### src/rtl/ex_fsm_multi.sv
// Multi-channel level debouncer: 2-flop synchroniser plus a per-channel confirm FSM.
// Optional per-channel rise-event counters are enabled with the EX_FSM_EVT_CNT_EN macro.
//
// state   | meaning
// IDLE_LO | confirmed low, waiting for a_s=1
// CHK_HI  | a_s high, counting toward HOLD before confirming the rise
// IDLE_HI | confirmed high, waiting for a_s=0
// CHK_LO  | a_s low, counting toward HOLD before confirming the fall
module ex_fsm_multi #(
    parameter int CH   = 4,
    parameter int HOLD = 8
) (
    input  logic          sclk,
    input  logic          rst,
    input  logic [CH-1:0] A,
    output logic [CH-1:0] k1,
    output logic [CH-1:0] k2,
    output logic [CH-1:0] level
`ifdef EX_FSM_EVT_CNT_EN
    ,
    output logic [CH*8-1:0] evt_cnt
`endif
);

    localparam int CW = $clog2(HOLD + 1);

    typedef enum logic [1:0] {
        IDLE_LO,
        CHK_HI,
        IDLE_HI,
        CHK_LO
    } state_t;

    logic [CH-1:0] a_m;
    logic [CH-1:0] a_s;

    always_ff @(posedge sclk) begin
        if (rst) begin
            a_m <= '0;
            a_s <= '0;
        end else begin
            a_m <= A;
            a_s <= a_m;
        end
    end

    for (genvar i = 0; i < CH; i++) begin : g_ch
        state_t        st, st_nxt;
        logic [CW-1:0] cnt, cnt_nxt;
        logic          k1_q, k2_q, lvl_q;
        logic          k1_nxt, k2_nxt, lvl_nxt;

        always_ff @(posedge sclk) begin
            if (rst) begin
                st    <= IDLE_LO;
                cnt   <= '0;
                k1_q  <= 1'b0;
                k2_q  <= 1'b0;
                lvl_q <= 1'b0;
            end else begin
                st    <= st_nxt;
                cnt   <= cnt_nxt;
                k1_q  <= k1_nxt;
                k2_q  <= k2_nxt;
                lvl_q <= lvl_nxt;
            end
        end

        always_comb begin
            st_nxt  = st;
            cnt_nxt = cnt;
            k1_nxt  = 1'b0;
            k2_nxt  = 1'b0;
            lvl_nxt = lvl_q;
            case (st)
                IDLE_LO: begin
                    if (a_s[i]) begin
                        st_nxt  = CHK_HI;
                        cnt_nxt = CW'(1);
                    end
                end
                CHK_HI: begin
                    if (!a_s[i]) begin
                        st_nxt  = IDLE_LO;
                        cnt_nxt = '0;
                    end else if (cnt == CW'(HOLD)) begin
                        st_nxt  = IDLE_HI;
                        cnt_nxt = '0;
                        k1_nxt  = 1'b1;
                        lvl_nxt = 1'b1;
                    end else begin
                        cnt_nxt = cnt + CW'(1);
                    end
                end
                IDLE_HI: begin
                    if (!a_s[i]) begin
                        st_nxt  = CHK_LO;
                        cnt_nxt = CW'(1);
                    end
                end
                CHK_LO: begin
                    if (a_s[i]) begin
                        st_nxt  = IDLE_HI;
                        cnt_nxt = '0;
                    end else if (cnt == CW'(HOLD)) begin
                        st_nxt  = IDLE_LO;
                        cnt_nxt = '0;
                        k2_nxt  = 1'b1;
                        lvl_nxt = 1'b0;
                    end else begin
                        cnt_nxt = cnt + CW'(1);
                    end
                end
                default: begin
                    st_nxt  = IDLE_LO;
                    cnt_nxt = '0;
                end
            endcase
        end

        assign k1[i]    = k1_q;
        assign k2[i]    = k2_q;
        assign level[i] = lvl_q;

`ifdef EX_FSM_EVT_CNT_EN
        logic [7:0] ev;

        // Counts alongside the k1 register so evt_cnt and k1 update together.
        always_ff @(posedge sclk) begin
            if (rst) begin
                ev <= '0;
            end else if (k1_nxt && (ev != 8'hFF)) begin
                ev <= ev + 8'd1;
            end
        end

        assign evt_cnt[8*i +: 8] = ev;
`endif
    end

endmodule

### config.mk
export PLATFORM = sky130hd
export DESIGN_NAME = ex_fsm_multi
export DESIGN_NICKNAME = d
export VERILOG_FILES = /design/src/rtl/ex_fsm_multi.sv
export SDC_FILE = /design/constraint.sdc
export NUM_CORES = 1
export LEC_CHECK = 0
export BUFFER_PORTS_ARGS = -buffer_cell sky130_fd_sc_hd__buf_2
export CAP_MARGIN = 10
export CORE_UTILIZATION = 58
export CTS_BUF_LIST = sky130_fd_sc_hd__clkbuf_4 sky130_fd_sc_hd__clkbuf_8 sky130_fd_sc_hd__clkbuf_16
export CTS_CLUSTER_DIAMETER = 60
export CTS_CLUSTER_SIZE = 24
export DETAILED_ROUTE_END_ITERATION = 12
export GPL_ROUTABILITY_DRIVEN = 1
export PLACE_DENSITY = 0.79
export SYNTH_ARGS = -nofsm -noshare
export SYNTH_HDL_FRONTEND = slang
export SYNTH_SLANG_ARGS = --single-unit
### constraint.sdc
create_clock -name sclk -period 1.7 [get_ports sclk]
set_input_delay 0.34 -clock sclk [delete_from_list [all_inputs] [get_ports sclk]]
set_output_delay 0.34 -clock sclk [all_outputs]
set_load 0.005 [all_outputs]
# --- Word-level counts from Yosys, hierarchy flattened ---
# Index checks and enable logic that the tools add are counted.
op_classes:
  addsub: 4
  bitwise_logic: 12
  n_eq_ne: 48
  n_reduce_logical: 28
  mux: 76
op_table:
  columns: ["operator", "n"]
  rows:
  - ["two-way mux 4 bit", 20]
  - ["one-hot mux 4 bit (4 select lines)", 4]
  - ["two-way mux 2 bit", 24]
  - ["inequality test 2 bit, second input constant", 24]
  - ["one-hot mux 2 bit (4 select lines)", 4]
  - ["inequality test 3 bit, second input constant", 8]
  - ["OR reduction 3 bit", 8]
  - ["two-way mux 1 bit", 20]
  - ["AND reduction 5 bit", 4]
  - ["adder 4 x 1 -> 4 bit, second input constant", 4]
  - ["== test 2 bit, second input constant", 8]
  - ["== test 4 bit, second input constant", 4]
  - ["AND reduction 4 bit", 4]
  - ["inverter 1 bit", 12]
  - ["== test 2 x 1 -> 1 bit, second input constant", 4]
  - ["zero test 2 bit", 4]
  - ["one-hot mux 1 bit (2 select lines)", 4]
  - ["AND reduction 2 bit", 4]
  - ["nonzero test 2 bit", 4]
totals:
  inputBits: 6
  register_bits: 44
  out_inout_bits: 12
  word_cells: 190

# --- Depth between registers and ports, before layout ---
# Gate-level depths: netlist (run 1).
depth:
  word_depth: 4
  ltp_mapped: 7
  mapped_depth_nobuf: 6

# --- Worst setup path before layout (run 1) ---
# No wires, ideal clock.
synth_path:
  path_type: "reg2reg"
  from: "register g_ch[1].cnt[0]"
  to: "register g_ch[1].cnt[3]"
  setup_time_ns: 0.070
  path_stages_with_launch: 6
  n_path_buf: 0
  setup_slack_ns: 0.391
  period_less_slack_ns: 1.309
  required_time_ns: 1.630
  t_arrival_ns: 1.238
  cell_sequence: "dfxtp_1 > inv_1 > ha_1 > and3b_1 > or3_1 > a21oi_1"
synth_via:
  elab_chain_cells: 4
  word_cells_on_any_way: 6
  cone_classes: "add/sub: 1; eq/ne: 1; mux: 4"
synth_lines:
  columns: ["element", "line", "rtl"]
  rows:
  - ["from (decl)", "49", "logic [CW-1:0] cnt, cnt_nxt;"]
  - ["from (signal assigned)", "62", "cnt <= cnt_nxt;"]
  - ["adder 4 x 1 -> 4 bit / == test 4 bit (equally long branches)", null, null]
  - ["two-way mux 4 bit (*)", "86, 105", null]
  - ["two-way mux 4 bit (on tied branches)", "102, 83", null]
  - ["one-hot mux 4 bit (4 select lines) (*)", "75", "case (st)"]
# Mark *: on every way between the ends. The rest lies on a longest branch, timed or not.
# A chain may end at the register's enable or synchronous reset.

# --- Worst setup path after layout (run 1) ---
# Ends and elaborated chain as after synthesis.

==> flow_summary_export.csv, run 1 <==
group,metric,value,unit
run_status,outcome,"complete, no violations",
worst_hold_path,whs_path_depth,2,
layout,layout_common_cells,"44 x dfxtp_1, 17 x buf_2, 16 x a21oi_1",
global_route,grt_max_degree,18,
power_and_ir_drop,peakVddDrop,0.556,mV
sta,finalCritPeriodShare,0.842,
yosys,post_synth.cell_area_avg,9.30,um^2
routing,routed_wl,3200,um
routing,wire_per_inst,12.3,um
sta,skew,0.00574,ns
sta,hold_ws,0.198,ns
worst_hold_path,hold_end,"a_m[0]",
clock_tree,cts_num_sinks,44,
routing,drc,0,
clock_tree,post_cts_buffers,0,
global_route,grtUsageTotal,0.197,
yosys,netlist_instances,210,
power_and_ir_drop,power_density,822,nW/um^2
floorplan,die-area,3600,um^2
sta,relSlewSlack,0.626,
routing,vias,1429,
critical_path,cp-end-kind,"flip-flop",
yosys,ys_ff_latch,44,
place,routabilityCongestion,0.826,
floorplan,rows,20,
global_route,grt_pass1_vias,1252,
critical_path,startpoint_type,"flip-flop",
place,dp_hpwl,2250,um
floorplan,dieHeight,60.0,um
critical_path,r2r_setup_slack,0.27,ns
clock_tree,clockBufferDepth,2,
sta,drv_slew,0,
layout,nets,229,
sta,rsz0062_at_grt,"false",
worst_hold_path,hold_path.startpoint,"A[0]",
clock_tree,cts_tree,"yes",
critical_path,r2r-start,"g_ch[1].cnt[0]",
critical_path,cp_max_fo,5,
floorplan,die_w,60.0,um
layout,design_area,2040,um^2
routing,vias_per_cell,5.50,
floorplan,num_io_pins,18,
routing,drt_iter0_drc,177,
yosys,synth_seq_area_share,0.451,
clock_tree,clk_pin_slew,0.12,ns
yosys,synth-edff-count,0,
layout,antenna_cells,0,
sta,setup_slack,0.269,ns
clock_tree,hold_buffers,0,
critical_path,reg2regPathDepth,5,
global_route,antenna_found_initial,0,
routing,ant_nets,0,
power_and_ir_drop,p_leak,0.825,nW
power_and_ir_drop,p_total,1.68,mW
layout,seq_area,881,um^2
sta,finalSetupViolations,0,
yosys,post-synth-top-area-cell,"dfxtp_1",
sta,setup_tns,0,ns
sta,tightest_slew,0.557,ns
sta,final_hold_viol_count,0,
sta,clock.fmax,699,MHz
layout,drive_gt1_frac,0.134,
floorplan,core,3130,um^2
place,io_buffers,17,
clock_tree,clock_latency,0.34,ns
layout,multiInputGateArea,901,um^2
global_route,grt_pass1_wl,5260,um
global_route,grt_overflow_total,0,
clock_tree,htreeDepth,2,
yosys,netlist_area,1950,um^2
yosys,yosysUniqueCellTypes,39,
routing,dr.pass1.iters,4,
flow_run,cap_violations,0,
yosys,ys.flop_type,"dfxtp_1",
place,placed_area,1980,um^2
floorplan,start_util,0.624,
clock_tree,cts_resized,0,
worst_hold_path,min_path_type,"input port to flip-flop",
yosys,syn_nets,224,
layout,final_common_cell,"dfxtp_1",
layout,areaGrowthSynthToFinish,4.61,%
layout,nFillCells,246,
critical_path,rr_endpoint,"g_ch[1].cnt[3]",
yosys,synth_top_area_frac,0.451,
critical_path,cp.required,1.98,ns
yosys,synthArstFlopShare,0,
place,dp_slack,0.275,ns
critical_path,critical_path_class,"flip-flop to flip-flop",
sta,fin_crit,1.43,ns
yosys,netlist_top_cells_area,"dfxtp_1 45%, ha_1 5.1%, buf_4 4.6%, a21oi_1 4.1%, nor2b_1 3.2%",
clock_tree,cts_inserted_buffers,5,
yosys,yosysWarnings,0,
critical_path,arrival,1.72,ns
clock_tree,root_buffer,"clkbuf_4",
state kept, by name (all words and copies together) (netlist names), named ones only:
register    cells
g_ch.k2_q       4
g_ch.lvl_q      4
g_ch.cnt       16
a_s             4
g_ch.st         4
a_m             4
g_ch.k1_q       4
cell type report:
| cell class | count | share of cell area |
|---|---|---|
| multi-input combinational | 133 | 0.441 |
| tap | 44 | 0.0269 |
| clock buffer | 6 | 0.0251 |
| timing repair buffer | 19 | 0.0490 |
| sequential | 44 | 0.431 |
| inverter | 12 | 0.0220 |
| clock inverter | 2 | 0.00490 |
cell families (layout without fill, tap and decap cells):
family | Yosys count | after routing | synth area share
AND/OR/NAND/NOR | 73 | 73 | 0.231
flip-flops | 44 | 44 | 0.451
AO/OA/AOI/OAI | 42 | 42 | 0.129
buffers and inverters | 33 | 39 | 0.0878
adder cells (fa/ha/maj) | 8 | 8 | 0.0513
XOR/XNOR | 8 | 8 | 0.0397
multiplexers | 2 | 2 | 0.0103
cell usage after synthesis, types with 2 or more instances:
master / count
dfxtp_1: 44
a21oi_1: 16
buf_4: 12
inv_1: 12
nand2_1: 11
nand3_1: 10
nor2b_1: 10
ha_1: 8
o21ai_0: 8
nor2_1: 7
nor4b_1: 7
nand3b_1: 5
a31oi_1: 4
and3b_1: 4
clkbuf_1: 4
xor2_1: 4
a211oi_1: 3
buf_1: 3
nor3_1: 3
o211ai_1: 3
xnor2_1: 3
a41o_1: 2
and3_1: 2
buf_2: 2
mux2i_1: 2
nand2b_1: 2
nand4b_1: 2
nor4_1: 2
o21ai_1: 2
or2_1: 2
or3_1: 2
or3b_1: 2
how the worst max path moves through the flow:
| stage | from | end | cells past startpoint |
|---|---|---|---|
| final | g_ch[1].cnt[0] | g_ch[1].cnt[3] | 5 |
| after global routing | g_ch[0].cnt[0] | g_ch[0].lvl_q | 6 |
| after CTS | g_ch[0].cnt[0] | g_ch[0].lvl_q | 6 |
| after detailed placement | g_ch[0].cnt[0] | g_ch[0].lvl_q | 6 |
| after global placement | g_ch[1].cnt[0] | g_ch[1].cnt[3] | 5 |
| after floorplan | g_ch[1].cnt[0] | g_ch[1].cnt[3] | 5 |
worst max-delay path, cell delays in order (launching register included):
cell	delay (ns)
dfxtp_1	0.42
inv_1	0.06
ha_1	0.22
and3b_1	0.19
or3_1	0.36
a21oi_1	0.12
metal layers:
layer	share of wire	track usage
met5	0	0
met4	0.018	0.103
met3	0.034	0.0433
met2	0.48	0.316
met1	0.46	0.246
where the power goes:
group / leakage [nW] / switching [mW] / internal, mW
Clock: 0.0380 / 0.319 / 0.197
Combinational: 0.429 / 0.0481 / 0.0375
Sequential: 0.357 / 0.0222 / 1.05
through the flow:
stage,std cells,utilization
finish,260,0.653
global placement,252,0.634
global route,260,0.653
floorplan,210,-
detailed placement,252,0.634
CTS,260,0.653
(Power assumes the default switching activity.)
==> run 2: changes to the inputs <==
CORE_UTILIZATION = 52   (was 58)
PLACE_DENSITY = 0.75   (was 0.79)
clock period = 1.2 ns   (was 1.7 ns; I/O delays follow)
==> run 2 against run 1 <==
The flow now finishes with violations (negative setup slack). Sequential cell count stayed put. Total power is 55% higher. Sequential share of layout area is 8.0 points lower. Final cell count is 13% higher. Register-to-register slack worse by 0.38 ns. Critical path depth is 1 higher. First-iteration DRC count is 60% lower. Utilization is 8.8 points higher. Via count is 11% higher. Global-route usage is 0.40 points higher. Maximum frequency is 9.5% higher. Count of clock-buffer cells in the layout stayed put.
==> flow_summary_export.csv, run 2 (synthesis results as in run 1) <==
group,metric,value,unit
layout,largest_reg_flops,16,
floorplan,die_w,63.3,um
critical_path,cp.required,1.43,ns
sta,drv_slew,0,
critical_path,cp-end-kind,"flip-flop",
clock_tree,cts_tree,"yes",
sta,relSlewSlack,0.722,
sta,fin_crit,1.31,ns
layout,drive_gt1_frac,0.438,
layout,antenna_cells,0,
critical_path,crit_family,"simple AND/OR/NAND/NOR gates",
routing,drc,0,
routing,ant_nets,0,
clock_tree,htreeDepth,2,
clock_tree,cts_inserted_buffers,5,
run_status,violations,"negative setup slack",
sta,rsz0062_at_grt,"true",
global_route,grt_pass1_vias,1491,
sta,finalSetupViolations,7,
global_route,grt_max_degree,16,
sta,hold_ws,0.163,ns
floorplan,core,3470,um^2
sta,finalCritPeriodShare,1.09,
clock_tree,clockBufferDepth,2,
critical_path,arrival,1.54,ns
routing,vias,1585,
critical_path,critical_path_class,"flip-flop to flip-flop",
power_and_ir_drop,power_density,1010,nW/um^2
clock_tree,root_buffer,"clkbuf_8",
clock_tree,cts_num_sinks,44,
layout,final_common_cell,"dfxtp_1",
routing,dr.pass1.iters,4,
clock_tree,clk_pin_slew,0.07,ns
layout,layout_common_cells,"33 x dfxtp_1, 31 x buf_4, 17 x buf_2",
routing,wire_per_inst,13.1,um
global_route,grt_overflow_total,0,
global_route,grtUsageTotal,0.201,
sta,clock.fmax,765,MHz
power_and_ir_drop,peakVddDrop,0.782,mV
floorplan,num_io_pins,18,
floorplan,die-area,4000,um^2
critical_path,slowest_stage,"dfxtp_2",
critical_path,cp_max_fo,6,
floorplan,start_util,0.563,
critical_path,startpoint_type,"flip-flop",
routing,routed_wl,3870,um
global_route,antenna_found_initial,0,
power_and_ir_drop,p_leak,1.03,nW
clock_tree,clock_latency,0.29,ns
layout,areaGrowthSynthToFinish,31.6,%
global_route,grt_pass1_wl,6350,um
place,placed_area,2190,um^2
run_status,outcome,"complete, but fails checks",
place,io_buffers,17,
place,dp_hpwl,2550,um
layout,max_flop_register,"g_ch.cnt",
sta,skew,0.00659,ns
critical_path,cpPeakStageDelay,0.33,ns
critical_path,path_buf_inv,1,
place,dp_slack,-0.103,ns
clock_tree,hold_buffers,0,
sta,tightest_slew,0.415,ns
routing,vias_per_cell,5.37,
floorplan,rows,21,
critical_path,crit_chain,"inv_2, ha_4, and3b_2, a31oi_1, or2_1, a21oi_2",
layout,design_area,2570,um^2
layout,nets,263,
floorplan,dieHeight,63.3,um
routing,drt_iter0_drc,71,
sta,final_hold_viol_count,0,
worst_hold_path,min_path_type,"input port to flip-flop",
flow_run,cap_violations,0,
sta,setup_slack,-0.107,ns
layout,post-route-util,0.741,
place,routabilityCongestion,0.773,
power_and_ir_drop,p_total,2.60,mW
==> run 2: where the power goes <==
group | leakage, nW | internal, mW | switching, mW
combinational | 0.618 | 0.112 | 0.105
sequential | 0.363 | 1.49 | 0.0282
clock | 0.0445 | 0.418 | 0.451
==> run 2: timing repair <==
action	CTS	global route
setup buffers	6	6
pin swaps	10	23
resized for setup	25	30
setup endpoints to repair	21	31
==> run 2: worst register-to-register path, cell delays in order, from the launching register on <==
cell and delay [ns]:
dfxtp_2 0.33, inv_2 0.07, ha_4 0.12, and3b_2 0.25, a31oi_1 0.11, or2_1 0.25, a21oi_2 0.11
==> run 2: layer usage <==
layer	global-route usage	vias to the layer above	part of all wire
met1	0.238	757	0.47
li1	-	797	-
met2	0.347	24	0.49
met5	0	-	0
met4	0.0795	0	0.015
met3	0.0471	7	0.026
==> run 2: per-stage QoR <==
step                      instances  setup TNS (ns)
final                           295          -0.306
after global routing            295           -1.51
after CTS                       289          -0.114
after detailed placement        276          -0.668
after global placement          276         -0.0286
after floorplan                 210          -0.115
==> run 2: path summary, 6_finish.rpt <==
| path | slack, ns | startpoint | depth (start not counted) | endpoint |
|---|---|---|---|---|
| min | 0.16 | A[0] | 2 | a_m[0] |
| max reg2reg | -0.11 | g_ch[3].cnt[0] | 6 | g_ch[3].lvl_q |
| min reg2reg | 0.44 | a_m[0] | 1 | a_s[0] |
| max | -0.11 | g_ch[3].cnt[0] | 6 | g_ch[3].lvl_q |
==> run 2: final cells by class <==
| cell class | count | area (um^2) |
|---|---|---|
| Clock buffer | 6 | 76.3 |
| Clock inverter | 1 | 5.00 |
| Fill cell | 233 | 898 |
| Inverter | 12 | 45.0 |
| Multi-Input combinational cell | 133 | 1100 |
| Sequential cell | 44 | 902 |
| Tap cell | 46 | 57.6 |
| Timing Repair Buffer | 53 | 383 |
==> run 3: changes to the inputs <==
CORE_UTILIZATION = 50   (was 52)
PLACE_DENSITY = 0.73   (was 0.75)
==> run 3 against run 2 <==
Register-to-register slack better by 0.03 ns. Count of clock-buffer cells in the layout up 1. Utilization down 3.0 points. Largest power group unchanged. Setup slack better by 0.031 ns. Clock power up 12%. The run still ends with negative setup slack left. Critical endpoint is now g_ch[2].k2_q. Clock skew about the same. Critical path depth down 1. Sequential cell count unchanged. Die area up 3.9%. Global-route usage down 0.28 points. Non-clock buffer count up 2.
==> flow_summary_export.csv, run 3 (synthesis results as in run 1) <==
group,metric,value,unit
run_status,outcome,"complete, but fails checks",
run_status,violations,"negative setup slack",
layout,layout_common_cells,"34 x dfxtp_1, 30 x buf_4, 17 x buf_2",
layout,max_flop_register,"g_ch.cnt",
place,io_buffers,17,
global_route,antenna_found_initial,0,
global_route,grt_pass1_vias,1552,
sta,finalSetupViolations,8,
sta,rsz0062_at_grt,"true",
power_and_ir_drop,peakVddDrop,0.626,mV
clock_tree,htreeDepth,2,
critical_path,crit_family,"simple AND/OR/NAND/NOR gates",
floorplan,die_w,64.5,um
place,placed_cells,283,
layout,multiInputGateArea,1130,um^2
critical_path,cp-startpoint,"g_ch[2].cnt[1]",
global_route,grtUsageTotal,0.198,
clock_tree,cts_tree,"yes",
clock_tree,clockBufferDepth,2,
floorplan,rows,22,
place,dp_slack,-0.109,ns
routing,dr.pass1.iters,4,
floorplan,dieHeight,64.5,um
layout,post-route-util,0.711,
place,routabilityCongestion,0.757,
critical_path,reg2regPathDepth,5,
routing,drc,0,
sta,skew,0.00644,ns
routing,routed_wl,3810,um
routing,wire_per_inst,12.8,um
critical_path,arrival,1.48,ns
worst_hold_path,min_path_type,"input port to flip-flop",
floorplan,start_util,0.526,
sta,setup_slack,-0.0759,ns
critical_path,rr_endpoint,"g_ch[2].k2_q",
critical_path,worstSetupEndpoint,"g_ch[2].k2_q",
critical_path,critical_path_class,"flip-flop to flip-flop",
critical_path,r2r_setup_slack,-0.08,ns
layout,antenna_cells,0,
sta,relSlewSlack,0.727,
global_route,grt_max_degree,22,
critical_path,crit_chain,"inv_2, ha_4, nand4b_1, buf_4, nor4b_2",
floorplan,die-area,4160,um^2
critical_path,cpPeakStageDelay,0.33,ns
layout,areaGrowthSynthToFinish,35.2,%
critical_path,cp_max_fo,6,
layout,final_cells,299,
sta,finalCritPeriodShare,1.06,
layout,nets,265,
layout,final_common_cell,"dfxtp_1",
critical_path,startpoint_type,"flip-flop",
clock_tree,root_buffer,"clkbuf_8",
clock_tree,clock_latency,0.29,ns
routing,drt_iter0_drc,100,
critical_path,cp-end-kind,"flip-flop",
global_route,gr-usage-met3,0.0599,
layout,largest_reg_flops,16,
clock_tree,clk_pin_slew,0.08,ns
critical_path,path_depth,5,
critical_path,path_buf_inv,2,
power_and_ir_drop,p_leak,1.06,nW
sta,fin_crit,1.28,ns
clock_tree,cts_inserted_buffers,5,
routing,ant_nets,0,
routing,vias,1562,
sta,drv_slew,0,
global_route,grt_pass1_wl,6410,um
critical_path,r2r-start,"g_ch[2].cnt[1]",
clock_tree,hold_buffers,0,
floorplan,num_io_pins,18,
layout,drive_gt1_frac,0.458,
sta,hold_ws,0.156,ns
sta,final_hold_viol_count,0,
critical_path,slowest_stage,"dfxtp_2",
layout,nFillCells,282,
global_route,grtUsageMet1,0.220,
sta,clock.fmax,784,MHz
global_route,grt_overflow_total,0,
global_route,busiest_layer,"met2",
sta,tightest_slew,0.407,ns
floorplan,core,3720,um^2
global_route,grt_util_met2,0.358,
flow_run,cap_violations,0,
critical_path,cp.required,1.40,ns
layout,seq_area,896,um^2
clock_tree,cts_num_sinks,44,
routing,vias_per_cell,5.22,
place,dp_hpwl,2460,um
power_and_ir_drop,power_density,1030,nW/um^2
-- run 3: cell types whose count changed in the layout (fill, tap and decap cells not counted), sizes merged --
cell and change:
buf +2, clkbuf +1, clkinv -1
-- run 3: final cells by class --
class / count / area share
well taps: 48 / 0.0227
repair buffers: 55 / 0.158
multi-input cells: 133 / 0.426
inverters: 12 / 0.0171
clock buffers: 7 / 0.0365
flip-flops and latches: 44 / 0.339
-- run 3: worst min path at each step --
stage                start           end  slack, ns  depth (start not counted)
finish                A[0]        a_m[0]       0.16                          2
global route          A[3]        a_m[3]       0.16                          2
CTS                   A[0]        a_m[0]       0.15                          2
detailed placement  a_m[0]        a_s[0]       0.42                          1
global placement    a_m[3]        a_s[3]       0.42                          1
floorplan              rst  g_ch[0].k1_q       0.32                          1
-- run 3: repair_timing --
action / in CTS / in global routing
pin swaps: 10 / 20
setup buffers: 5 / 4
resized for setup: 20 / 42
endpoints found under the setup margin: 16 / 29
-- run 3: through the flow --
step	setup TNS (ns)	instance area [um^2]	total power, mW
after floorplan	-0.115	1990	1.65
after global placement	-0.145	2240	1.72
after detailed placement	-0.523	2240	1.72
after CTS	-0.129	2440	2.72
after global routing	-1.41	2640	2.87
final	-0.344	2640	2.72
-- run 3: power by group --
group	switching, mW	internal (mW)	total [mW]
logic	0.112	0.116	0.228
clock network	0.462	0.513	0.974
registers	0.0241	1.49	1.52
-- run 3: per-layer routing --
layer  wire, um  share of wire
met5          0              0
met4         49          0.013
met1       1710           0.45
met2       1950           0.51
met3         98          0.026
